<file path="src/rtl/pipa_moding_gen.sv">
// pipa_moding_gen: per-axis PIPA plus/minus pulse spoofer with a runtime-programmable moding ratio.
// Build option PIPA_FAIL_INJECT_EN adds fail_inj, forcing both PIPA lines of an axis to follow PIPDAT.
module pipa_moding_gen #(
    parameter int AXES      = 3,
    parameter int CNT_W     = 4,
    parameter int PLUS_DEF  = 3,
    parameter int MINUS_DEF = 3,
    parameter int NET_W     = 16
) (
    input  logic                  SIM_CLK,
    input  logic                  SIM_RST,
    input  logic                  PIPASW,
    input  logic                  PIPDAT,
    input  logic                  cfg_wr,
    input  logic [2:0]            cfg_axis,
    input  logic [CNT_W-1:0]      cfg_plus,
    input  logic [CNT_W-1:0]      cfg_minus,
    input  logic                  cnt_clr,
`ifdef PIPA_FAIL_INJECT_EN
    input  logic [AXES-1:0]       fail_inj,
`endif
    output logic [AXES-1:0]       PIPAp,
    output logic [AXES-1:0]       PIPAm,
    output logic [AXES-1:0]       wrap,
    output logic [AXES*NET_W-1:0] net_count
);
    localparam logic [NET_W-1:0] NET_MAX  = {1'b0, {(NET_W-1){1'b1}}};
    localparam logic [NET_W-1:0] NET_MIN  = {1'b1, {(NET_W-1){1'b0}}};
    localparam logic [NET_W-1:0] NET_ONE  = {{(NET_W-1){1'b0}}, 1'b1};
    localparam logic [NET_W-1:0] NET_ZERO = {NET_W{1'b0}};
    localparam logic [CNT_W:0]   PH_ONE   = {{CNT_W{1'b0}}, 1'b1};
    localparam logic [CNT_W:0]   PH_ZERO  = {(CNT_W+1){1'b0}};

    logic pipasw_q;
    logic pipdat_q;
    logic adv_s;
    logic pdat_rise_s;

    assign adv_s       = PIPASW & ~pipasw_q;
    assign pdat_rise_s = PIPDAT & ~pipdat_q;

    // Edge-detect history for the two AGC strobes
    always_ff @(posedge SIM_CLK) begin
        if (SIM_RST) begin
            pipasw_q <= 1'b0;
            pipdat_q <= 1'b0;
        end else begin
            pipasw_q <= PIPASW;
            pipdat_q <= PIPDAT;
        end
    end

    for (genvar i = 0; i < AXES; i++) begin : g_axis
        logic [CNT_W-1:0] p_q, p_d, m_q, m_d, ps_q, ps_d, ms_q, ms_d;
        logic [CNT_W:0]   ph_q, ph_d;
        logic [NET_W-1:0] net_q, net_d;
        logic             wrap_q, wrap_d;
        logic [CNT_W:0]   len_s;
        logic             en_s;
        logic             plus_s;
        logic             sel_s;

        assign len_s  = {1'b0, p_q} + {1'b0, m_q};
        assign en_s   = (len_s != PH_ZERO);
        assign plus_s = (ph_q < {1'b0, p_q});
        assign sel_s  = cfg_wr & (cfg_axis == 3'(i));

        // Next-state: phase advance and wrap-time config swap, immediate load of a disabled axis, net count
        always_comb begin
            p_d    = p_q;
            m_d    = m_q;
            ph_d   = ph_q;
            wrap_d = 1'b0;
            net_d  = net_q;
            if (en_s && adv_s) begin
                if (ph_q == len_s - PH_ONE) begin
                    ph_d   = PH_ZERO;
                    wrap_d = 1'b1;
                    p_d    = ps_q;
                    m_d    = ms_q;
                end else begin
                    ph_d = ph_q + PH_ONE;
                end
            end else if (sel_s && !en_s) begin
                p_d  = cfg_plus;
                m_d  = cfg_minus;
                ph_d = PH_ZERO;
            end else begin
                ph_d = ph_q;
            end

            if (sel_s) begin
                ps_d = cfg_plus;
                ms_d = cfg_minus;
            end else begin
                ps_d = ps_q;
                ms_d = ms_q;
            end

            if (cnt_clr) begin
                net_d = NET_ZERO;
            end else if (pdat_rise_s && en_s) begin
                if (plus_s) begin
                    net_d = (net_q != NET_MAX) ? net_q + NET_ONE : net_q;
                end else begin
                    net_d = (net_q != NET_MIN) ? net_q - NET_ONE : net_q;
                end
            end else begin
                net_d = net_q;
            end
        end

        // Per-axis state registers
        always_ff @(posedge SIM_CLK) begin
            if (SIM_RST) begin
                p_q    <= CNT_W'(PLUS_DEF);
                m_q    <= CNT_W'(MINUS_DEF);
                ps_q   <= CNT_W'(PLUS_DEF);
                ms_q   <= CNT_W'(MINUS_DEF);
                ph_q   <= PH_ZERO;
                net_q  <= NET_ZERO;
                wrap_q <= 1'b0;
            end else begin
                p_q    <= p_d;
                m_q    <= m_d;
                ps_q   <= ps_d;
                ms_q   <= ms_d;
                ph_q   <= ph_d;
                net_q  <= net_d;
                wrap_q <= wrap_d;
            end
        end

        // PIPDAT passes straight through so the AGC sees its own pulse width
`ifdef PIPA_FAIL_INJECT_EN
        assign PIPAp[i] = fail_inj[i] ? PIPDAT : (PIPDAT & plus_s & en_s);
        assign PIPAm[i] = fail_inj[i] ? PIPDAT : (PIPDAT & ~plus_s & en_s);
`else
        assign PIPAp[i] = PIPDAT & plus_s & en_s;
        assign PIPAm[i] = PIPDAT & ~plus_s & en_s;
`endif
        assign wrap[i]                      = wrap_q;
        assign net_count[i*NET_W +: NET_W] = net_q;
    end
endmodule
</file>
<file path="config.mk">
export PLATFORM = sky130hd
export DESIGN_NAME = pipa_moding_gen
export DESIGN_NICKNAME = d
export VERILOG_FILES = /design/src/rtl/pipa_moding_gen.sv
export SDC_FILE = /design/constraint.sdc
export NUM_CORES = 1
export LEC_CHECK = 0
export ABC_CLOCK_PERIOD_IN_PS = 12100
export BUFFER_PORTS_ARGS = -buffer_cell sky130_fd_sc_hd__buf_2
export CAP_MARGIN = 0
export CORE_MARGIN = 2
export CORE_UTILIZATION = 60
export CTS_CLUSTER_SIZE = 24
export DETAILED_ROUTE_END_ITERATION = 10
export PLACE_DENSITY = 0.77
export SLEW_MARGIN = 20
export SYNTH_ARGS = -nofsm -noshare
export SYNTH_HDL_FRONTEND = slang
export SYNTH_SLANG_ARGS = --single-unit
</file>
<file path="constraint.sdc">
create_clock -name SIM_CLK -period 12.1 [get_ports SIM_CLK]
set_clock_uncertainty 0.05 [all_clocks]
set_input_delay 0.605 -clock SIM_CLK [delete_from_list [all_inputs] [get_ports SIM_CLK]]
set_output_delay 0.605 -clock SIM_CLK [all_outputs]
set_load 0.005 [all_outputs]
</file>
==> impl_metrics.env, run 1 <==
export IMPL_synthesis_area_mm2=0.00812
export IMPL_numCtsBuffers=17
export IMPL_synth_seq_cells=116
export IMPL_cts_resized=0
export IMPL_finalCritPeriodShare_pct=32.4
export IMPL_syn_to_final_growth_pct=13.7
export IMPL_die_x_um=120
export IMPL_r2r_slack_ns=8.18
export IMPL_setup_tns_final_ns=0
export IMPL_min_path_cells=2
export IMPL_fp_dieH_um=120
export IMPL_io_buffers=73
export IMPL_cts_setup_buffers=0
export IMPL_ys_types=77
export IMPL_cp_end_kind="register"
export IMPL_ys_flop_type="dfxtp_1"
export IMPL_busiest_layer="met2"
export IMPL_pre_cts_ws_ns=8.24
export IMPL_criticalPathCategory="register to register"
export IMPL_regToRegStartpoint="g_axis[1].p_q[1]$_SDFFE_PP1P_"
export IMPL_fp_row_count=42
export IMPL_initial_utilization_pct=61.3
export IMPL_use_met2_pct=45.3
export IMPL_synth_top_area_share_pct=28.6
export IMPL_via_count=7531
export IMPL_ios=74
export IMPL_setup_ws_ns=8.18
export IMPL_status="complete, no violations"
export IMPL_gp_congestion=0.877
export IMPL_synth_area_leaders="dfxtp_1 29%, ha_1 11%, mux2i_1 5.8%"
export IMPL_cp_arrival_ns=4.21
export IMPL_hold_violations=0
export IMPL_postSynthCellCount=968
export IMPL_grt_max_degree=52
export IMPL_grt_use_met1_pct=35.8
export IMPL_wl_per_cell_um=16.0
export IMPL_via_per_inst=6.16
export IMPL_grt_pass1_vias=6951
export IMPL_finalCriticalPeriod_ns=3.92
export IMPL_fin_nets=1128
export IMPL_whs_endpoint="pipasw_q$_SDFF_PP0_"
export IMPL_leakage_nw=3.97
export IMPL_slew_headroom_pct=28.9
export IMPL_antenna_left=0
export IMPL_fmax_mhz=255
export IMPL_die_area_mm2=0.0145
export IMPL_r2r_end="g_axis[1].net_q[15]$_SDFFE_PP0P_"
export IMPL_power_density_mw_per_mm2=114
export IMPL_clk_pin_slew_ns=0.06
export IMPL_htreeDepth=4
export IMPL_place_hpwl_um=13900
export IMPL_worst_hold_path_type="input pin to register"
export IMPL_cts_tree="built"
export IMPL_final_max_slew_violation_count=0
export IMPL_synth_edff_count=0
export IMPL_drc=0
export IMPL_totalWireLength_um=19500
export IMPL_avgSynthCellArea_um2=8.39
export IMPL_synth_nets=1062
export IMPL_crit_required_ns=12.39
export IMPL_core_mm2=0.0132
export IMPL_setup_violations=0
export IMPL_peakVddDrop_v=0.000108
export IMPL_n_antenna_cell=0
export IMPL_drive_gt1_share_pct=13.8
export IMPL_yosysMostFrequentCell="dfxtp_1"
export IMPL_synth_commonest_cells="116 x dfxtp_1, 95 x nand2_1, 84 x nor2_1, 71 x ha_1, 55 x a21oi_1"
export IMPL_holdBufCountCts=0
export IMPL_clock_latency_ns=0.43
export IMPL_tightest_slew_ns=1.06
export IMPL_critPathLaunchType="register"
export IMPL_synth_top_cell_by_area="dfxtp_1"
export IMPL_initialDrtViolationCount=638
export IMPL_cts_sinks=116
export IMPL_async_flop_share_pct=0
export IMPL_grt_total_usage_pct=27.3
export IMPL_clockBufferDepth=2
export IMPL_max_cap_viol_count=0
export IMPL_grt_overflow=0
export IMPL_cts_root_buf="clkbuf_16"
export IMPL_hp_start="PIPASW"
export IMPL_grt_setup_unrepaired="false"
export IMPL_critPathLaunch="g_axis[1].p_q[1]$_SDFFE_PP1P_"
export IMPL_grt_met3_usage_pct=5.90
export IMPL_critPathMaxFanout=17
export IMPL_first_pass_iters=5
export IMPL_yosysSeqAreaShare_pct=28.6
export IMPL_worstRegToRegCells=13
export IMPL_antenna_found_initial=0
export IMPL_num_fill_cells=1107
export IMPL_grt_pass1_wl_um=32600
export IMPL_synth_warnings=0
[layout make-up]
cell class	count	area, µm²	area share, %
Clock inverter	9	153	1.65
Timing Repair Buffer	80	418	4.53
Tap cell	176	220	2.39
Multi-Input combinational cell	783	5520	59.8
Inverter	36	135	1.46
Sequential cell	116	2320	25.2
Clock buffer	22	464	5.03
[cell usage in the layout, fill, tap and decap left out, types with 7 or more instances in the layout]
cell type and n:
nand2_1 95, o21a_1 7, nand3_1 23, xor2_1 25, dfxtp_1 116, a31oi_1 8, ha_1 71, buf_4 7
nor2_1 84, clkbuf_16 17, a311oi_1 13, a211oi_1 14, mux2_2 9, a21oi_1 55, nor4_1 20, a21o_1 19
o21ai_0 37, or3_1 9, mux2i_1 47, xnor2_1 39, inv_1 36, o211ai_1 11, a2111oi_0 7, nor3_1 43
nor2b_1 11, nand4_1 18, buf_2 73, nand2b_1 8
[cells by family (layout without fill, tap and decap cells)]
group	count (synthesis)	count (layout)	share of synthesized area [%]
XOR/XNOR	65	65	7.10
flip-flops	116	116	28.6
AO/OA/AOI/OAI	233	233	20.0
buffers and inverters	69	147	3.56
adder cells (fa/ha/maj)	77	77	12.4
AND/OR/NAND/NOR	352	352	21.2
multiplexers	56	56	7.04
[layer usage]
metal,wire [µm],vias up
met5,0,-
met4,293,0
met3,1050,32
met2,9140,201
met1,9060,3577
li1,-,3721
[report_power, final]
group	internal (mW)	total (mW)	switching, mW
sequential	0.390	0.400	0.0101
combinational	0.0480	0.119	0.0710
clock	0.353	0.529	0.176
[sequential cells by signal (all words and copies together), names as in the netlist]
name,cells
g_axis.m_q,12
g_axis.ms_q,12
g_axis.net_q,48
g_axis.p_q,12
g_axis.ph_q,15
g_axis.ps_q,12
g_axis.wrap_q,3
pipasw_q,1
pipdat_q,1
[through the flow]
step	instances	instance area [µm²]	total power, mW	utilization, %	hold WS, ns
floorplan	968	8120	0.495	-	0.386
CTS	1222	9230	1.05	69.7	0.390
global route	1222	9230	1.08	69.7	0.408
finish	1222	9230	1.05	69.7	0.397
global placement	1191	8610	0.524	65.1	0.393
detailed placement	1191	8610	0.525	65.1	0.402
[critical path: stages (launching register included)]
cell	delay, ns
dfxtp_1	0.40
inv_1	0.07
ha_1	0.26
o21ai_0	0.08
a211o_2	0.39
inv_1	0.47
ha_1	0.41
a21oi_1	0.20
o221ai_1	0.14
a221oi_1	0.50
o21ai_0	0.22
xnor2_1	0.17
or3_1	0.32
a21oi_1	0.14
[worst max path at each step]
stage                                  endpoint  cells after the start
3_3_place_gp   g_axis[1].net_q[15]$_SDFFE_PP0P_                     13
4_1_cts        g_axis[1].net_q[15]$_SDFFE_PP0P_                     13
3_5_place_dp   g_axis[1].net_q[15]$_SDFFE_PP0P_                     13
6_report       g_axis[1].net_q[15]$_SDFFE_PP0P_                     13
2_1_floorplan  g_axis[0].net_q[12]$_SDFFE_PP0P_                     13
5_1_grt        g_axis[1].net_q[15]$_SDFFE_PP0P_                     13
(Power assumes the default switching activity.)
==> run 2, diff against run 1 <==
- ABC_AREA: not set -> 1
- ABC_CLOCK_PERIOD_IN_PS: 12100 -> 3800
- clock period: 12.1 -> 3.8 ns (I/O delays scaled with it)
==> run 2 against run 1 <==
  * Hold slack got worse by 0.36 ns
  * Die area increased by 5.1%
  * Clock power increased to 3.4 times the previous value
  * Fmax increased by 22%
  * Highest routed layer unchanged
  * Non-clock buffer count decreased by 2
  * Cell area increased by 4.2%
  * Critical endpoint is now g_axis[1].net_q[14]$_SDFFE_PP0P_
  * Worst setup slack got worse by 7.6 ns
  * Critical path type unchanged
==> impl_metrics.env, run 2 <==
export IMPL_p_total_mw=3.44
export IMPL_regMostFlops="g_axis.net_q"
export IMPL_criticalPathCategory="register to register"
export IMPL_num_fill_cells=1225
export IMPL_first_pass_iters=5
export IMPL_critPathLaunch="g_axis[1].ph_q[2]$_SDFFE_PP0P_"
export IMPL_numCtsBuffers=17
export IMPL_drc=0
export IMPL_r2r_slack_ns=0.58
export IMPL_setup_tns_final_ns=0
export IMPL_crit_end="g_axis[1].net_q[14]$_SDFFE_PP0P_"
export IMPL_ys_flop_type="dfxtp_1"
export IMPL_fp_row_count=43
export IMPL_peakVddDrop_v=0.000292
export IMPL_synth_seq_cells=116
export IMPL_synth_warnings=0
export IMPL_grt_pass1_wl_um=34000
export IMPL_r2r_end="g_axis[1].net_q[14]$_SDFFE_PP0P_"
export IMPL_gp_congestion=0.925
export IMPL_antenna_left=0
export IMPL_initial_utilization_pct=61.6
export IMPL_worstRegToRegCells=15
export IMPL_min_path_cells=3
export IMPL_syn_to_final_growth_pct=12.5
export IMPL_finalCriticalPeriod_ns=3.22
export IMPL_synth_edff_count=0
export IMPL_synth_nets=1385
export IMPL_synthesis_area_mm2=0.00855
export IMPL_grt_total_usage_pct=27.4
export IMPL_antenna_found_initial=0
export IMPL_yosysSeqAreaShare_pct=27.2
export IMPL_postSynthCellCount=1291
export IMPL_via_count=8392
export IMPL_tightest_slew_ns=0.772
export IMPL_fp_dieH_um=123
export IMPL_die_area_mm2=0.0152
export IMPL_final_core_util_pct=69.3
export IMPL_die_x_um=123
export IMPL_wl_per_cell_um=13.0
export IMPL_setup_violations=0
export IMPL_final_cell_mix="330 x nand2_1, 146 x inv_1, 124 x a21oi_1, 124 x nand3_1, 116 x dfxtp_1"
export IMPL_largestRegisters="g_axis.net_q x48, g_axis.ph_q x15"
export IMPL_clockBufferDepth=2
export IMPL_htreeDepth=4
export IMPL_grt_setup_unrepaired="false"
export IMPL_place_hpwl_um=14800
export IMPL_drive_gt1_share_pct=11.1
export IMPL_status="complete, no violations"
export IMPL_async_flop_share_pct=0
export IMPL_totalWireLength_um=20100
export IMPL_critPathLaunchType="register"
export IMPL_finalCritPeriodShare_pct=84.7
export IMPL_layout_commonest_cell="nand2_1"
export IMPL_ios=74
export IMPL_leakage_nw=4.92
export IMPL_slew_headroom_pct=48.5
export IMPL_via_per_inst=5.44
export IMPL_core_mm2=0.0139
export IMPL_fin_nets=1445
export IMPL_ys_types=43
export IMPL_power_density_mw_per_mm2=358
export IMPL_cts_root_buf="clkbuf_16"
export IMPL_final_max_slew_violation_count=0
export IMPL_grt_max_degree=27
export IMPL_cp_end_kind="register"
export IMPL_fmax_mhz=311
export IMPL_cts_tree="built"
export IMPL_n_antenna_cell=0
export IMPL_avgSynthCellArea_um2=6.62
export IMPL_max_cap_viol_count=0
export IMPL_hold_violations=0
export IMPL_initialDrtViolationCount=561
export IMPL_grt_overflow=0
export IMPL_synth_commonest_cells="330 x nand2_1, 146 x inv_1, 124 x a21oi_1, 124 x nand3_1, 116 x dfxtp_1"
export IMPL_cts_sinks=116
export IMPL_regToRegStartpoint="g_axis[1].ph_q[2]$_SDFFE_PP0P_"
export IMPL_worst_hold_path_type="input pin to register"
export IMPL_clk_pin_slew_ns=0.06
export IMPL_critPathMaxFanout=19
export IMPL_crit_required_ns=4.10
export IMPL_yosysMostFrequentCell="nand2_1"
export IMPL_io_buffers=73
export IMPL_clock_latency_ns=0.41
export IMPL_largest_register_ffs=48
export IMPL_synth_area_leaders="dfxtp_1 27%, nand2_1 14%, ha_1 10%"
export IMPL_synth_top_cell_by_area="dfxtp_1"
export IMPL_synth_top_area_share_pct=27.2
export IMPL_cp_arrival_ns=3.52
export IMPL_grt_pass1_vias=7480
==> run 2: where the power goes <==
group / switching, mW / internal [mW] / total (mW)
Combinational: 0.233 / 0.126 / 0.360
Sequential: 0.0405 / 1.25 / 1.29
Clock: 0.589 / 1.20 / 1.79
Total: 0.863 / 2.58 / 3.44
==> run 2: cell families (layout without fill, tap and decap cells) <==
group,after synthesis,in the layout,synth area share (%)
and+or+nand+nor,640,640,33.2
AOI/OAI and AO/OA,223,223,14.0
buffers and inverters,192,265,9.47
DFF,116,116,27.2
adders and majority gates,77,77,11.8
xor gates and xnor gates,43,43,4.41
==> run 2: layout make-up <==
type	count	area, µm²	area share [%]
flip-flops and latches	116	2320	24.1
clock inverters	12	203	2.11
multi-input cells	983	5420	56.4
clock buffers	20	457	4.75
inverters	155	584	6.08
repair buffers	78	405	4.22
well taps	180	225	2.34
==> run 2: routing by layer <==
metal | GRT usage [%] | wire (µm) | vias up
li1 | - | - | 4376
met2 | 45.4 | 9230 | 191
met3 | 4.11 | 881 | 31
met5 | 0 | 0 | -
met1 | 37.0 | 9700 | 3794
met4 | 7.53 | 260 | 0
==> run 2: worst max-delay path, cell delays in order, from the launching register on <==
cell     delay [ns]
dfxtp_1        0.49
ha_1           0.31
nand2_1        0.06
inv_1          0.03
o21ai_0        0.19
nand3_2        0.40
ha_1           0.50
a21oi_1        0.21
o21ai_0        0.15
nand2_1        0.09
nand3_1        0.16
nand2_1        0.11
inv_1          0.05
nor3_1         0.16
nor2_1         0.06
a21oi_1        0.13
==> run 2: repair_timing <==
action	in CTS	in global routing
setup buffers	0	0
endpoints found under the hold margin	1	0
resized for setup	0	0
hold buffers	1	0
==> run 2: per-stage QoR <==
stage                     setup WS [ns]  instances  hold WS [ns]  area (µm²)
after floorplan                    1.14       1291         0.253        8550
after global placement            0.727       1511         0.383        8950
after detailed placement          0.661       1511         0.388        8950
after CTS                         0.626       1544        0.0219        9620
after global routing              0.278       1544        0.0545        9620
final                             0.582       1544        0.0331        9620
==> run 2: worst min path at each step <==
stage	from	end	slack, ns
finish	PIPDAT	pipdat_q$_SDFF_PP0_	0.03
global route	cfg_plus[1]	g_axis[2].ps_q[1]$_SDFFE_PP1P_	0.05
CTS	cfg_minus[0]	g_axis[1].ms_q[0]$_SDFFE_PP1P_	0.02
detailed placement	g_axis[0].ms_q[3]$_SDFFE_PP0P_	g_axis[0].ms_q[3]$_SDFFE_PP0P_	0.39
global placement	g_axis[0].ms_q[2]$_SDFFE_PP0P_	g_axis[0].ms_q[2]$_SDFFE_PP0P_	0.38
floorplan	cfg_minus[0]	g_axis[1].ms_q[0]$_SDFFE_PP1P_	0.25
==> run 3, diff against run 2 <==
- ABC_CLOCK_PERIOD_IN_PS: 3800 -> 2700
- CORE_UTILIZATION: 60 -> 55
- PLACE_DENSITY: 0.77 -> 0.74
- clock period: 3.8 -> 2.7 ns (I/O delays scaled with it)
==> run 3 against run 2 <==
  * The run now ends with setup timing left
  * Core utilization grew 7.2 points
  * First-iteration DRC count grew 73%
  * Fmax rose by 18%
  * Final cell count increased by 8.8%
  * Sequential share of layout area decreased by 4.1 points
  * Cell area is 21% higher
  * Global-route usage decreased by 0.79 points
  * Count of clock-buffer cells in the layout increased by 6
  * Worst setup slack lost 0.62 ns
  * Combinational power is 100% higher
  * Clock power increased by 16%
  * Critical endpoint is now g_axis[0].net_q[15]$_SDFFE_PP0P_
==> impl_metrics.env, run 3 (synthesis results as in run 2) <==
export IMPL_first_pass_iters=5
export IMPL_grt_overflow=0
export IMPL_fmax_mhz=365
export IMPL_clock_latency_ns=0.43
export IMPL_cp_arrival_ns=3.04
export IMPL_slowest_stage="dfxtp_1"
export IMPL_finalCriticalPeriod_ns=2.74
export IMPL_die_area_mm2=0.0166
export IMPL_regMostFlops="g_axis.net_q"
export IMPL_worst_hold_path_type="input pin to register"
export IMPL_slew_headroom_pct=58.5
export IMPL_gp_congestion=0.936
export IMPL_crit_path_frequent_cell="nand2_1"
export IMPL_criticalPathCategory="register to register"
export IMPL_cts_root_buf="clkbuf_16"
export IMPL_power_density_mw_per_mm2=398
export IMPL_setup_violations=1
export IMPL_leakage_nw=5.61
export IMPL_totalWireLength_um=25900
export IMPL_hp_start="cfg_plus[3]"
export IMPL_peakVddDrop_v=0.000420
export IMPL_cp_end_kind="register"
export IMPL_max_cap_viol_count=0
export IMPL_dp_cells=1613
export IMPL_path_delay_family="simple AND/OR/NAND/NOR gates"
export IMPL_grt_total_usage_pct=26.6
export IMPL_whs_endpoint="g_axis[2].ps_q[3]$_SDFFE_PP0P_"
export IMPL_setup_tns_final_ns=-0.0368
export IMPL_dpl_cell_area_mm2=0.00969
export IMPL_io_buffers=73
export IMPL_initialDrtViolationCount=969
export IMPL_layout_commonest_cell="nand2_1"
export IMPL_drive_gt1_share_pct=28.7
export IMPL_tightest_slew_ns=0.622
export IMPL_drc=0
export IMPL_multi_input_area_mm2=0.00647
export IMPL_fin_nets=1575
export IMPL_antenna_found_initial=0
export IMPL_grt_setup_unrepaired="true"
export IMPL_finalCritPeriodShare_pct=101
export IMPL_grt_max_degree=35
export IMPL_syn_to_final_growth_pct=36.1
export IMPL_hold_violations=0
export IMPL_crit_required_ns=3.00
export IMPL_numCtsBuffers=17
export IMPL_place_hpwl_um=16200
export IMPL_core_mm2=0.0152
export IMPL_grt_pass1_wl_um=36000
export IMPL_regToRegStartpoint="g_axis[0].p_q[3]$_SDFFE_PP0P_"
export IMPL_n_antenna_cell=0
export IMPL_clk_pin_slew_ns=0.06
export IMPL_violations="setup timing"
export IMPL_num_fill_cells=1031
export IMPL_ios=74
export IMPL_via_count=9517
export IMPL_stdcell_area_mm2=0.0116
export IMPL_r2r_end="g_axis[0].net_q[15]$_SDFFE_PP0P_"
export IMPL_fin_cells=1680
export IMPL_antenna_left=0
export IMPL_htreeDepth=4
export IMPL_initial_utilization_pct=56.2
export IMPL_wl_per_cell_um=15.4
export IMPL_via_per_inst=5.66
export IMPL_critPathLaunchType="register"
export IMPL_worstRegToRegCells=18
export IMPL_p_total_mw=4.64
export IMPL_largest_register_ffs=48
export IMPL_final_cell_mix="310 x nand2_1, 132 x inv_1, 115 x nand3_1, 111 x buf_4, 106 x dfxtp_1"
export IMPL_r2r_slack_ns=-0.04
export IMPL_fp_row_count=45
export IMPL_clockBufferDepth=2
export IMPL_path_cells="inv_2, ha_4, inv_2, nor2_4, nand4_1, buf_6, nand3_4, buf_12, ha_4, a21oi_2, o21ai_1, nand2_1, nand3_2, nor2_2, nand3_1, nand2_1, nand2_1, a21oi_1"
export IMPL_seq_area_mm2=0.00233
export IMPL_min_path_cells=3
export IMPL_die_x_um=129
export IMPL_final_max_slew_violation_count=0
export IMPL_cp_slowest_stage_delay_ns=0.34
export IMPL_grt_pass1_vias=7911
export IMPL_status="finished with violations"
export IMPL_largestRegisters="g_axis.net_q x48, g_axis.ph_q x15"
export IMPL_crit_buf_inv=4
export IMPL_cts_sinks=116
export IMPL_cts_tree="built"
export IMPL_setup_ws_ns=-0.0368
export IMPL_fp_dieH_um=129
export IMPL_critPathMaxFanout=6
[run 3: cell count changes in the layout (fill, tap and decap cells not counted), sizes merged]
cell / previous run / this run
buf: 77 / 195
clkbuf: 20 / 27
dlygate4sd3: 1 / 7
bufinv: 5 / 0
nand3: 135 / 140
clkinvlp: 4 / 1
[run 3: layer usage]
metal	track usage [%]	part of all wire, %
met5	0	0
met3	4.32	6.2
met1	35.2	42
met2	45.2	49
met4	6.84	2.3
[run 3: final cells by class]
class / instances / area share [%]
Tap cell: 188 / 2.02
Inverter: 155 / 5.04
Clock buffer: 26 / 4.38
Clock inverter: 4 / 0.194
Timing Repair Buffer: 203 / 12.6
Sequential cell: 116 / 20.1
Multi-Input combinational cell: 988 / 55.7
[run 3: repair_timing]
action,CTS,global route
pin swaps,8,78
endpoints found under the setup margin,24,69
hold buffers,7,0
gates resized for setup,20,199
gates cloned,1,5
setup buffers,5,20
hold endpoints to repair,15,0
[run 3: worst max-delay path by stage]
stage	slack, ns	cells past startpoint	start	end
6_report	-0.04	18	g_axis[0].p_q[3]$_SDFFE_PP0P_	g_axis[0].net_q[15]$_SDFFE_PP0P_
5_1_grt	-0.13	18	g_axis[2].p_q[3]$_SDFFE_PP0P_	g_axis[2].net_q[9]$_SDFFE_PP0P_
4_1_cts	-0.01	16	g_axis[0].p_q[2]$_SDFFE_PP0P_	g_axis[0].net_q[15]$_SDFFE_PP0P_
3_5_place_dp	-0.26	15	g_axis[1].p_q[2]$_SDFFE_PP0P_	g_axis[1].net_q[12]$_SDFFE_PP0P_
3_3_place_gp	-0.08	16	g_axis[1].p_q[2]$_SDFFE_PP0P_	g_axis[1].net_q[14]$_SDFFE_PP0P_
2_1_floorplan	0.04	15	g_axis[2].p_q[2]$_SDFFE_PP0P_	g_axis[2].net_q[8]$_SDFFE_PP0P_
[run 3: where the power goes]
| part | total [mW] | internal [mW] | switching, mW | leakage [nW] |
|---|---|---|---|---|
| registers | 1.82 | 1.76 | 0.0601 | 0.945 |
| logic | 0.737 | 0.320 | 0.417 | 4.40 |
| clock network | 2.07 | 1.28 | 0.797 | 0.262 |
[run 3: per-stage QoR]
| step | hold WS, ns | setup slack [ns] | util [%] |
|---|---|---|---|
| after floorplan | 0.198 | 0.0414 | - |
| after global placement | 0.332 | -0.0815 | 63.7 |
| after detailed placement | 0.336 | -0.260 | 63.7 |
| after CTS | 0.00437 | -0.0112 | 68.6 |
| after global routing | 0.0176 | -0.135 | 76.5 |
| final | 0.0103 | -0.0368 | 76.5 |
[run 3: tightest hold or removal path: cells and delay by family]
| kind | cells | cell delay, ns |
|---|---|---|
| buf+inv | 1 | 0.15 |
| simple gates | 2 | 0.15 |
